### src/rtl/uart_pkg.sv
// Shared UART definitions: frame defaults, FSM state encoding
// and the constant width helper used by the TX and RX blocks.
package uart_pkg;

    localparam int DBIT_DEF    = 8;
    localparam int OS_DEF      = 16;
    localparam int SB_TICK_DEF = 16;

    typedef enum logic [1:0] {
        IDLE  = 2'b00,
        START = 2'b01,
        DATA  = 2'b10,
        STOP  = 2'b11
    } uart_state_t;

    // Ceiling log2, never less than 1 so it is usable as a width.
    function automatic int log2(input int v);
        int r;
        r = 0;
        for (int i = 0; i < 31; i++) begin
            if ((1 << i) < v) r = i + 1;
        end
        return (r < 1) ? 1 : r;
    endfunction

endpackage

### src/rtl/uart_tx_tick.sv
// Oversampling UART transmitter paced by an external s_tick.
// Frame: start bit, DBIT data bits LSB first, SB_TICK-tick stop.
module uart_tx_tick
    import uart_pkg::*;
#(
    parameter int DBIT    = DBIT_DEF,
    parameter int SB_TICK = SB_TICK_DEF,
    parameter int OS      = OS_DEF
) (
    input  logic            clk,
    input  logic            reset_n,
    input  logic            s_tick,
    input  logic            tx_start,
    input  logic [DBIT-1:0] din,
    output logic            tx,
    output logic            tx_busy,
    output logic            tx_done_tick
);

    localparam int SW = log2((OS > SB_TICK) ? OS : SB_TICK);
    localparam int NW = log2(DBIT);

    localparam logic [SW-1:0] OS_LAST = SW'(OS - 1);
    localparam logic [SW-1:0] SB_LAST = SW'(SB_TICK - 1);
    localparam logic [NW-1:0] N_LAST  = NW'(DBIT - 1);

    uart_state_t     state, state_n;
    logic [SW-1:0]   s, s_n;
    logic [NW-1:0]   n, n_n;
    logic [DBIT-1:0] b, b_n;
    logic            tx_n;
    logic            done_n;

    always_comb begin
        state_n = state;
        s_n     = s;
        n_n     = n;
        b_n     = b;
        done_n  = 1'b0;
        unique case (state)
            IDLE: begin
                if (tx_start) begin
                    state_n = START;
                    s_n     = '0;
                    b_n     = din;
                end
            end
            START: begin
                if (s_tick) begin
                    if (s == OS_LAST) begin
                        state_n = DATA;
                        s_n     = '0;
                        n_n     = '0;
                    end else begin
                        s_n = s + 1'b1;
                    end
                end
            end
            DATA: begin
                if (s_tick) begin
                    if (s == OS_LAST) begin
                        s_n = '0;
                        b_n = b >> 1;
                        if (n == N_LAST) state_n = STOP;
                        else n_n = n + 1'b1;
                    end else begin
                        s_n = s + 1'b1;
                    end
                end
            end
            STOP: begin
                if (s_tick) begin
                    if (s == SB_LAST) begin
                        state_n = IDLE;
                        done_n  = 1'b1;
                    end else begin
                        s_n = s + 1'b1;
                    end
                end
            end
        endcase
    end

    // Line level follows the next state so the pin is a plain flop.
    always_comb begin
        tx_n = 1'b1;
        unique case (state_n)
            IDLE:  tx_n = 1'b1;
            START: tx_n = 1'b0;
            DATA:  tx_n = b_n[0];
            STOP:  tx_n = 1'b1;
        endcase
    end

    always_ff @(posedge clk) begin
        if (!reset_n) begin
            state        <= IDLE;
            s            <= '0;
            n            <= '0;
            b            <= '0;
            tx           <= 1'b1;
            tx_done_tick <= 1'b0;
        end else begin
            state        <= state_n;
            s            <= s_n;
            n            <= n_n;
            b            <= b_n;
            tx           <= tx_n;
            tx_done_tick <= done_n;
        end
    end

    assign tx_busy = (state != IDLE);

endmodule

### config.mk
export PLATFORM = sky130hd
export DESIGN_NAME = uart_tx_tick
export DESIGN_NICKNAME = d
export VERILOG_FILES = /design/src/rtl/uart_pkg.sv /design/src/rtl/uart_tx_tick.sv
export SDC_FILE = /design/constraint.sdc
export NUM_CORES = 1
export LEC_CHECK = 0
export CAP_MARGIN = 25
export CORE_ASPECT_RATIO = 1.5
export CORE_MARGIN = 2
export CORE_UTILIZATION = 30
export DETAILED_ROUTE_END_ITERATION = 6
export DONT_BUFFER_PORTS = 1
export PLACE_DENSITY_LB_ADDON = 0.15
export SLEW_MARGIN = 0
export SYNTH_ARGS = -nofsm -noshare
export SYNTH_HDL_FRONTEND = slang
export SYNTH_SLANG_ARGS = --single-unit
### constraint.sdc
create_clock -name clk -period 3.3 [get_ports clk]
set_input_delay 0.66 -clock clk [delete_from_list [all_inputs] [get_ports clk]]
set_output_delay 0.66 -clock clk [all_outputs]
set_load 0.02 [all_outputs]
Yosys cells after proc, flatten, opt, wreduce, memory -nomap -nowiden. Cells that the tools add are included.

Latch bits: 0. Bits of input ports: 12. Memories kept: 0. Memory bits (read-only): 0. Bits in writable memories: 0. Output and inout bits: 3. Flip-flop bits (word level): 19. Word-level logic and storage cells: 64.

Bitwise operators: 0. Mux-type cells: 27. Add/subtract/negate cells: 2. Multipliers: 0. Shift operators: 0. Order comparisons: 0. Divide/modulo/power cells: 0. Reduce and logical (&&, ||, !) cells: 11. Eq/ne operators: 17.

Operator list (number): $mux 8 (3); $mux 4 (5); $mux 2 (8); $ne 2x2->1 const B (8); $pmux 8 s2 (1); $mux 3 (5); $pmux 4 s3 (1); $eq 2x2->1 const B (4); $pmux 2 s4 (1); $reduce_and 4->1 (2); $pmux 3 s2 (1); $reduce_and 6->1 (1); $reduce_bool 2->1 (3); $add 4x1->4 const B (1); $eq 2x1->1 const B (2); $eq 4x4->1 const B (1); $logic_not 2->1 (2); $reduce_or 2->1 (2); $add 3x1->3 const B (1); $eq 3x3->1 const B (1); $pmux 1 s3 (1); $reduce_and 3->1 (1); $ne 2x1->1 const B (1); $mux 1 (1).

Longest topological paths before layout. Gate-level depths: netlist (run 1).

Depth after elaboration: 8. Depth in mapped cells: 10. Depth with buffers taken out: 9.

Worst setup path after synthesis (run 1). Ideal clock, no wire load.

Kind: register -> register. Start: register state[0]. End: register tx. Path slack: 1.213 ns. Buffers on the path: 0. Arrival time: 1.955 ns. Period minus slack after synthesis: 2.087 ns. Stages on the path, launching flop included: 9. Data required time: 3.169 ns. Library setup time: 0.131 ns. Path through: dfxtp_1 -> inv_1 -> ha_1 -> or3_4 -> a221oi_2 -> a211oi_1 -> ha_1 -> a21oi_1 -> o41ai_2.

Word-level cells in the longest chain between the ends: 7. Elaborated cells on any way between the ends: 20.

RTL lines: from (decl) (line uart_tx_tick.sv:27) `uart_state_t state, state_n;`; from (signal assigned) (line uart_tx_tick.sv:104) `state <= state_n;`; $mux 2 (line uart_tx_tick.sv:64) `if (n == N_LAST) state_n = STOP;`; $mux 2 (line uart_tx_tick.sv:61) `if (s == OS_LAST) begin`; $mux 2 (line uart_tx_tick.sv:60) `if (s_tick) begin`; $pmux 2 s4 (line uart_tx_tick.sv:40) `unique case (state)`; $eq 2x2->1 / $logic_not 2->1 (equally long branches) (line uart_tx_tick.sv:87) `unique case (state_n)`; $reduce_or 2->1 (no source line); $pmux 1 s3 * (line uart_tx_tick.sv:87); to (signal assigned) (line uart_tx_tick.sv:108) `tx <= tx_n;`; to (decl) (line uart_tx_tick.sv:15) `output logic tx,`.

Every way passes the cells marked *; elsewhere a longest branch is shown, timed or not. A chain may end at the register's enable or synchronous reset.

Final worst setup path (run 1).
Start: register s[0]. End: register tx.

Word-level cells in the longest chain between the ends: 7. Elaborated cells on any way between the ends: 17.

RTL lines: from (decl) (line uart_tx_tick.sv:28) `logic [SW-1:0] s, s_n;`; from (signal assigned) (line uart_tx_tick.sv:105) `s <= s_n;`; $eq 4x4->1 * (line uart_tx_tick.sv:50, uart_tx_tick.sv:61, uart_tx_tick.sv:73); $mux 2, on equally long branches (line uart_tx_tick.sv:73, uart_tx_tick.sv:50, uart_tx_tick.sv:61); $mux 2, on equally long branches (line uart_tx_tick.sv:72, uart_tx_tick.sv:49, uart_tx_tick.sv:60); $pmux 2 s4 (line uart_tx_tick.sv:40); $eq 2x2->1 / $logic_not 2->1 (equally long branches) (line uart_tx_tick.sv:87); $reduce_or 2->1 (no source line); $pmux 1 s3 * (line uart_tx_tick.sv:87).

Every way passes the cells marked *; elsewhere a longest branch is shown, timed or not. The select of a mux whose other input is x is not followed.

==> results of run 1 <==
-- cells in the mapped netlist, types with 2 or more instances --
library cell	n	share of area [%]
inv_1	5	1.7
ha_1	8	9.3
clkbuf_1	3	1.0
a22oi_1	2	1.4
nand2b_1	4	2.3
a21oi_1	7	3.2
o31ai_1	2	1.4
and2_1	2	1.2
nor2_1	15	5.2
o21ai_0	6	2.8
nand3_1	2	0.93
a211oi_2	2	2.3
mux2i_1	2	1.9
and3_1	2	1.2
a32oi_1	6	4.9
nor3_1	4	1.9
buf_2	2	0.93
dfxtp_1	19	35
a211oi_1	6	4.2
nand2_1	5	1.7
-- worst min path at each step --
stage	from	endpoint	slack, ps	cells past startpoint
final	b[7]	b[7]	480	2
after global routing	b[7]	b[7]	500	2
after CTS	b[7]	b[7]	470	2
after detailed placement	b[7]	b[7]	460	2
after global placement	b[7]	b[7]	460	2
after floorplan	b[7]	b[7]	450	2
-- critical path, cell delays in order (launching register included) --
cell,delay [ps]
dfxtp_1,390
ha_1,290
and4_1,520
a221oi_2,90
a211oi_1,440
ha_1,280
inv_1,50
a21oi_1,170
o41ai_2,110
-- layout by cell type (no fill, tap or decap), drive strengths merged, types with 2 or more instances in the layout --
master and count:
nand2 5, and3 2, a211oi 8, nand3 2
o21ai 6, a22oi 2, nor3 4, inv 5
and2 3, o31ai 2, dfxtp 19, a32oi 6
nand2b 4, ha 8, clkbuf 4, nand4 2
mux2i 2, nor2 15, a21oi 7, a221oi 2
-- state kept, by name (all words and copies together), names as in the netlist --
signal	cells
b	8
tx	1
n	3
s	4
state	2
tx_done_tick	1
-- through the flow --
stage	setup slack (ps)	hold slack, ps	cells
global route	579.7	502.7	161
global placement	941.9	456.5	157
floorplan	1213	446.3	121
finish	822.5	477.5	161
detailed placement	825.4	462.8	157
CTS	810.4	473.8	161
-- power by group through the flow --
stage	Combinational, mW	Clock [mW]	Sequential [mW]
after global placement	0.0731	0	0.258
after floorplan	0.0663	0	0.256
after CTS	0.0749	0.172	0.253
after global routing	0.0844	0.178	0.254
final	0.0738	0.163	0.252
after detailed placement	0.0744	0	0.258
-- cell families after synthesis --
kind of cell | after synthesis
simple gates | 42
compound gates | 37
flops | 19
buf+inv | 12
fa+ha+maj | 8
mux | 3
-- area by class of cell --
cell class / instances / share of cell area [%]
tap: 42 / 4.595
sequential: 19 / 33.26
clock buffer: 4 / 3.939
inverter: 6 / 1.969
multi-input combinational: 90 / 56.24
-- metal layers --
metal  up-vias  track usage, %  wire [um]
met1       416           13.10        914
met3         4           2.500         82
met2        13           22.75       1254
li1        451               -          -
met4         0           7.436         41
met5         -               0          0
==> impl_results.md, run 1 <==
* Status: finished, final reports clean
* Post-route core utilization at 33.48%
* Count of final setup violators at 0
* LEAKAGE at 0.4100 nW
* Nets at 140
* Die H at 77.44 um
* Clock Tree Root: clkbuf_8
* Synth warnings at 0
* Internal power at 0.3564 mW
* Critical Path Fanout Max at 11
* Post-CTS Setup Bufs at 0
* Initial DRC Count at 13
* GP Congestion at 0.7150
* Pwr Density at 427.7 nW/um^2
* Synth Area in Simple Gates at 21.23%
* Slew Limit Fails at 0
* Antenna Nets Post-Route at 0
* Sequential Power Share at 51.6%
* RSZ-0062 raised after global routing: no
* Compound-Gate Fraction of Synth Area at 26.22%
* Critical Path Sink Type: flip-flop
* R2r setup slk at 820 ps
* Wirelength, routed at 2.293 mm
* Dpl hpwl at 1.754 mm
* Starting Density at 31.58%
* Hold crit path type: reg2reg
* RR Endpoint: tx
* I/O Buffers at 0
* Fillers at 360
* Cells after Synth at 121
* Worst r2r src: s[0]
* PostCTS Resize Cnt at 0
* Syn avg cell area at 8.914 sq um
* Net Switching at 0.1327 mW
* Clock slew at reported path FFs at 70 ps
* H-tree depth at 1
* DR vias/cell at 5.491
* Synth-to-layout area growth at 6.033%
* Final worst-path cycle share at 75.08%
* Std cell rows at 26
* IR drop worst, VDD at 0.2403 mV
* Slew headroom at 45.36%
* Worst-Skew Late Latency at 260 ps
* Register area share after synthesis at 35.27%
* Critical path class: reg2reg
* Sw Share at 27.13%
* Setup TNS at 0 ps
* CTS Buf Count at 3
* Fin crit period at 2478 ps
* Data arrival, critical path at 2610 ps
* Yosys reg bits at 19
* Clock Tree Buf Depth at 2
* Fin area at 1144 sq um
* Global-route wire length before repair at 3.974 mm
* Largest family of logic cells by synthesized area: compound AO/OA/AOI/OAI gates
* Startpoint Class: flip-flop
* Asr flop ratio synth at 0%
* Detailed Routing Iterations Pass 1 at 3
* CTS tree: done
* Hold_buf cts at 0
* Die Area at 4101 sq um
* Core footprint at 3416 sq um
* Adder-cell share of the synthesized area at 9.281%
* Max Clk Rate at 403.6 MHz
* Combinational share of power at 15.1%
* Area after DPL at 1099 sq um
* Setup crit end: tx
* Wire per inst at 14.24 um
* Sequential cell area at 380.4 sq um
* EDFF count, synth at 0
* Die X at 52.96 um
* Vias in the first global route at 925
* Remaining DRCs at 0
* Worst slew pin tran at 818.1 ps
* Worst Setup SP: s[0]
* Io pins at 15
* Clock power frac at 33.3%
* Initial antenna violation count at 0
* Clk_skew at 3.950 ps
* Share of cells above drive strength 1 at 9.244%
* Max-cap violations at 0
* GRT Util Overall at 12.77%
* Worst reg2reg path depth at 8
* Sink Count at 19
* Mux cell area share after synthesis at 2.900%
* Synth cell types at 37
* Post-Synth XOR/XNOR Area at 0%
* Primary FF master, synth: dfxtp_1
* Synthesized area at 1079 sq um
* Required @ worst endpoint at 3430 ps
* Via count at 884
* Final Hold Viols at 0
* Grt ovf at 0
* Synth Net Count at 141
* Multi-input gate area at 643.1 sq um
* Pwr Total at 0.4891 mW
* Antenna cells at 0
* Pin count of the biggest net entering global routing at 18
Note: power is estimated with default switching activity, not from simulation.
==> inputs of run 2 (changes only) <==
==> constraint.sdc (replaced) <==
create_clock -name clk -period 2.3 [get_ports clk]
set_input_delay 0.46 -clock clk [delete_from_list [all_inputs] [get_ports clk]]
set_output_delay 0.46 -clock clk [all_outputs]
set_load 0.02 [all_outputs]
==> run 2 against run 1 <==
Maximum frequency is 15% higher. First-iteration DRC count rose by 92%. Non-clock buffer count increased by 5. Combinational power up 53%. Sequential power up 44%. Hold slack got worse by 150 ps. Power grew 46%. Die area unchanged.
==> impl_results.md, run 2 (same netlist as run 1, synthesis figures left out) <==
* Nets at 145 (+3.6%)
* Die Area at 4101 sq um (unchanged)
* RSZ-0062 raised after global routing: no
* Critical path class: reg2reg
* Core footprint at 3416 sq um (unchanged)
* Top reg by flops: b
* Std cell rows at 26 (unchanged)
* Area after DPL at 1136 sq um (+3.4%)
* GRT Util Overall at 13.60% (+0.83 points)
* GP Congestion at 0.7609 (+6.4%)
* Slew Limit Fails at 0 (unchanged)
* Io pins at 15 (unchanged)
* Hold crit path type: in2reg
* Detailed Routing Iterations Pass 1 at 4 (+1)
* Clock Tree Buf Depth at 2 (unchanged)
* Clk_skew at 3.125 ps (-0.8251 ps)
* Initial DRC Count at 25 (+12)
* Die H at 77.44 um (unchanged)
* Count of final setup violators at 0 (unchanged)
* Global-route wire length before repair at 4.174 mm (+5.0%)
* Clock Tree Root: clkbuf_8
* Critical Path Fanout Max at 11 (unchanged)
* Fin area at 1184 sq um (+3.5%)
* Worst-Skew Late Latency at 260 ps (about the same)
* Critical Path Sink Type: flip-flop
* Final worst-path cycle share at 93.91% (+19 points)
* Pwr Total at 0.7141 mW (+46%)
* Post-CTS Setup Bufs at 0 (unchanged)
* Worst slew pin tran at 520.1 ps (-298.0 ps)
* Slew headroom at 65.11% (+20 points)
* Required @ worst endpoint at 2430 ps (-1000 ps)
* Final Hold Viols at 0 (unchanged)
* Remaining DRCs at 0 (unchanged)
* Setup TNS at 0 ps (unchanged)
* Largest register FFs at 8 (unchanged)
* LEAKAGE at 0.4393 nW (+7.1%)
* Wire per inst at 14.68 um (+3.1%)
* I/O Buffers at 0 (unchanged)
* CTS Buf Count at 3 (unchanged)
* Via count at 917 (+3.7%)
* Initial antenna violation count at 0 (unchanged)
* Synth-to-layout area growth at 9.745%
* Vias in the first global route at 905 (-2.2%)
* Data arrival, critical path at 2290 ps (-320 ps)
* CTS tree: done
* Die X at 52.96 um (unchanged)
* Grt ovf at 0 (unchanged)
* DR vias/cell at 5.524 (+0.61%)
* Startpoint Class: flip-flop
* Share of cells above drive strength 1 at 14.52% (+5.3 points)
* Most common cell after layout, fill and taps aside: dfxtp_1
* Top Registers: b (8), s (4), n (3)
* Status: finished, final reports clean
* Max-cap violations at 0 (unchanged)
* Sink Count at 19 (unchanged)
* Hold slack at 323.8 ps (-153.6 ps)
* Pin count of the biggest net entering global routing at 18 (unchanged)
* H-tree depth at 1 (unchanged)
* Antenna Nets Post-Route at 0 (unchanged)
* Max Clk Rate at 463.0 MHz (+15%)
* Clock slew at reported path FFs at 70 ps (about the same)
* Fin crit period at 2160 ps (-317.7 ps)
* IR drop worst, VDD at 0.3322 mV (+38%)
* Starting Density at 31.58% (unchanged)
* Pwr Density at 603.3 nW/um^2 (+41%)
* Wirelength, routed at 2.437 mm (+6.3%)
* Most frequent cells in the layout: 18 x dfxtp_1, 15 x nor2_1, 8 x ha_1
* Dpl hpwl at 1.827 mm (+4.1%)
* Antenna cells at 0 (unchanged)
## run 2: changes by cell type in the layout (fill, tap and decap cells not counted), sizes merged
cell	previous run	this run
clkbuf	4	3
clkinv	1	2
buf	0	5
## run 2: where the power goes
| part | internal (mW) | switching [mW] | leakage [nW] | total [mW] |
|---|---|---|---|---|
| clock | 0.121 | 0.117 | 0.0255 | 0.237 |
| sequential | 0.348 | 0.0149 | 0.155 | 0.363 |
| combinational | 0.0450 | 0.0684 | 0.258 | 0.113 |
| total | 0.514 | 0.200 | 0.439 | 0.714 |
## run 2: what timing repair did
| action | 4_1_cts | 5_1_grt |
|---|---|---|
| resized for setup | 0 | 1 |
| hold buffers | 0 | 0 |
| setup endpoints to repair | 0 | 1 |
## run 2: stage by stage
step | cells | worst slack, ps | utilization (%)
final | 166 | 140.1 | 34.65
after global placement | 162 | 156.0 | 33.26
after CTS | 166 | 94.58 | 34.62
after detailed placement | 162 | 102.8 | 33.26
after floorplan | 121 | 213.5 | -
after global routing | 166 | 20.02 | 34.65
## run 2: path summary, 6_finish.rpt
path	start	end	slack, ps	cells past startpoint
max reg2reg	state[1]	tx	140	8
min	reset_n	state[0]	320	1
max	state[1]	tx	140	8
min reg2reg	b[7]	b[7]	480	2
## run 2: area by class of cell
class	count	area (sq um)
fillers	352	2232
multi-input cells	90	643.1
flip-flops and latches	19	381.6
well taps	42	52.55
clock buffers	3	41.29
repair buffers	5	37.54
inverters	6	22.52
clock inverters	1	5.005
## run 2: layer usage
| layer | vias up | global-route usage (%) | routed length, um | share of wire (%) |
|---|---|---|---|---|
| li1 | 460 | - | - | - |
| met1 | 429 | 15.47 | 1014 | 42 |
| met2 | 20 | 22.00 | 1250 | 51 |
| met3 | 8 | 2.885 | 92 | 3.8 |
| met4 | 0 | 8.974 | 79 | 3.2 |
| met5 | - | 0 | 0 | 0 |
## run 2: worst max-delay path, cell delays in order, from the launching register on
cell,delay (ps)
dfxtp_1,340
inv_1,110
ha_1,390
nor2_1,160
a211oi_1,430
ha_1,270
inv_1,50
a21oi_1,170
o41ai_2,110
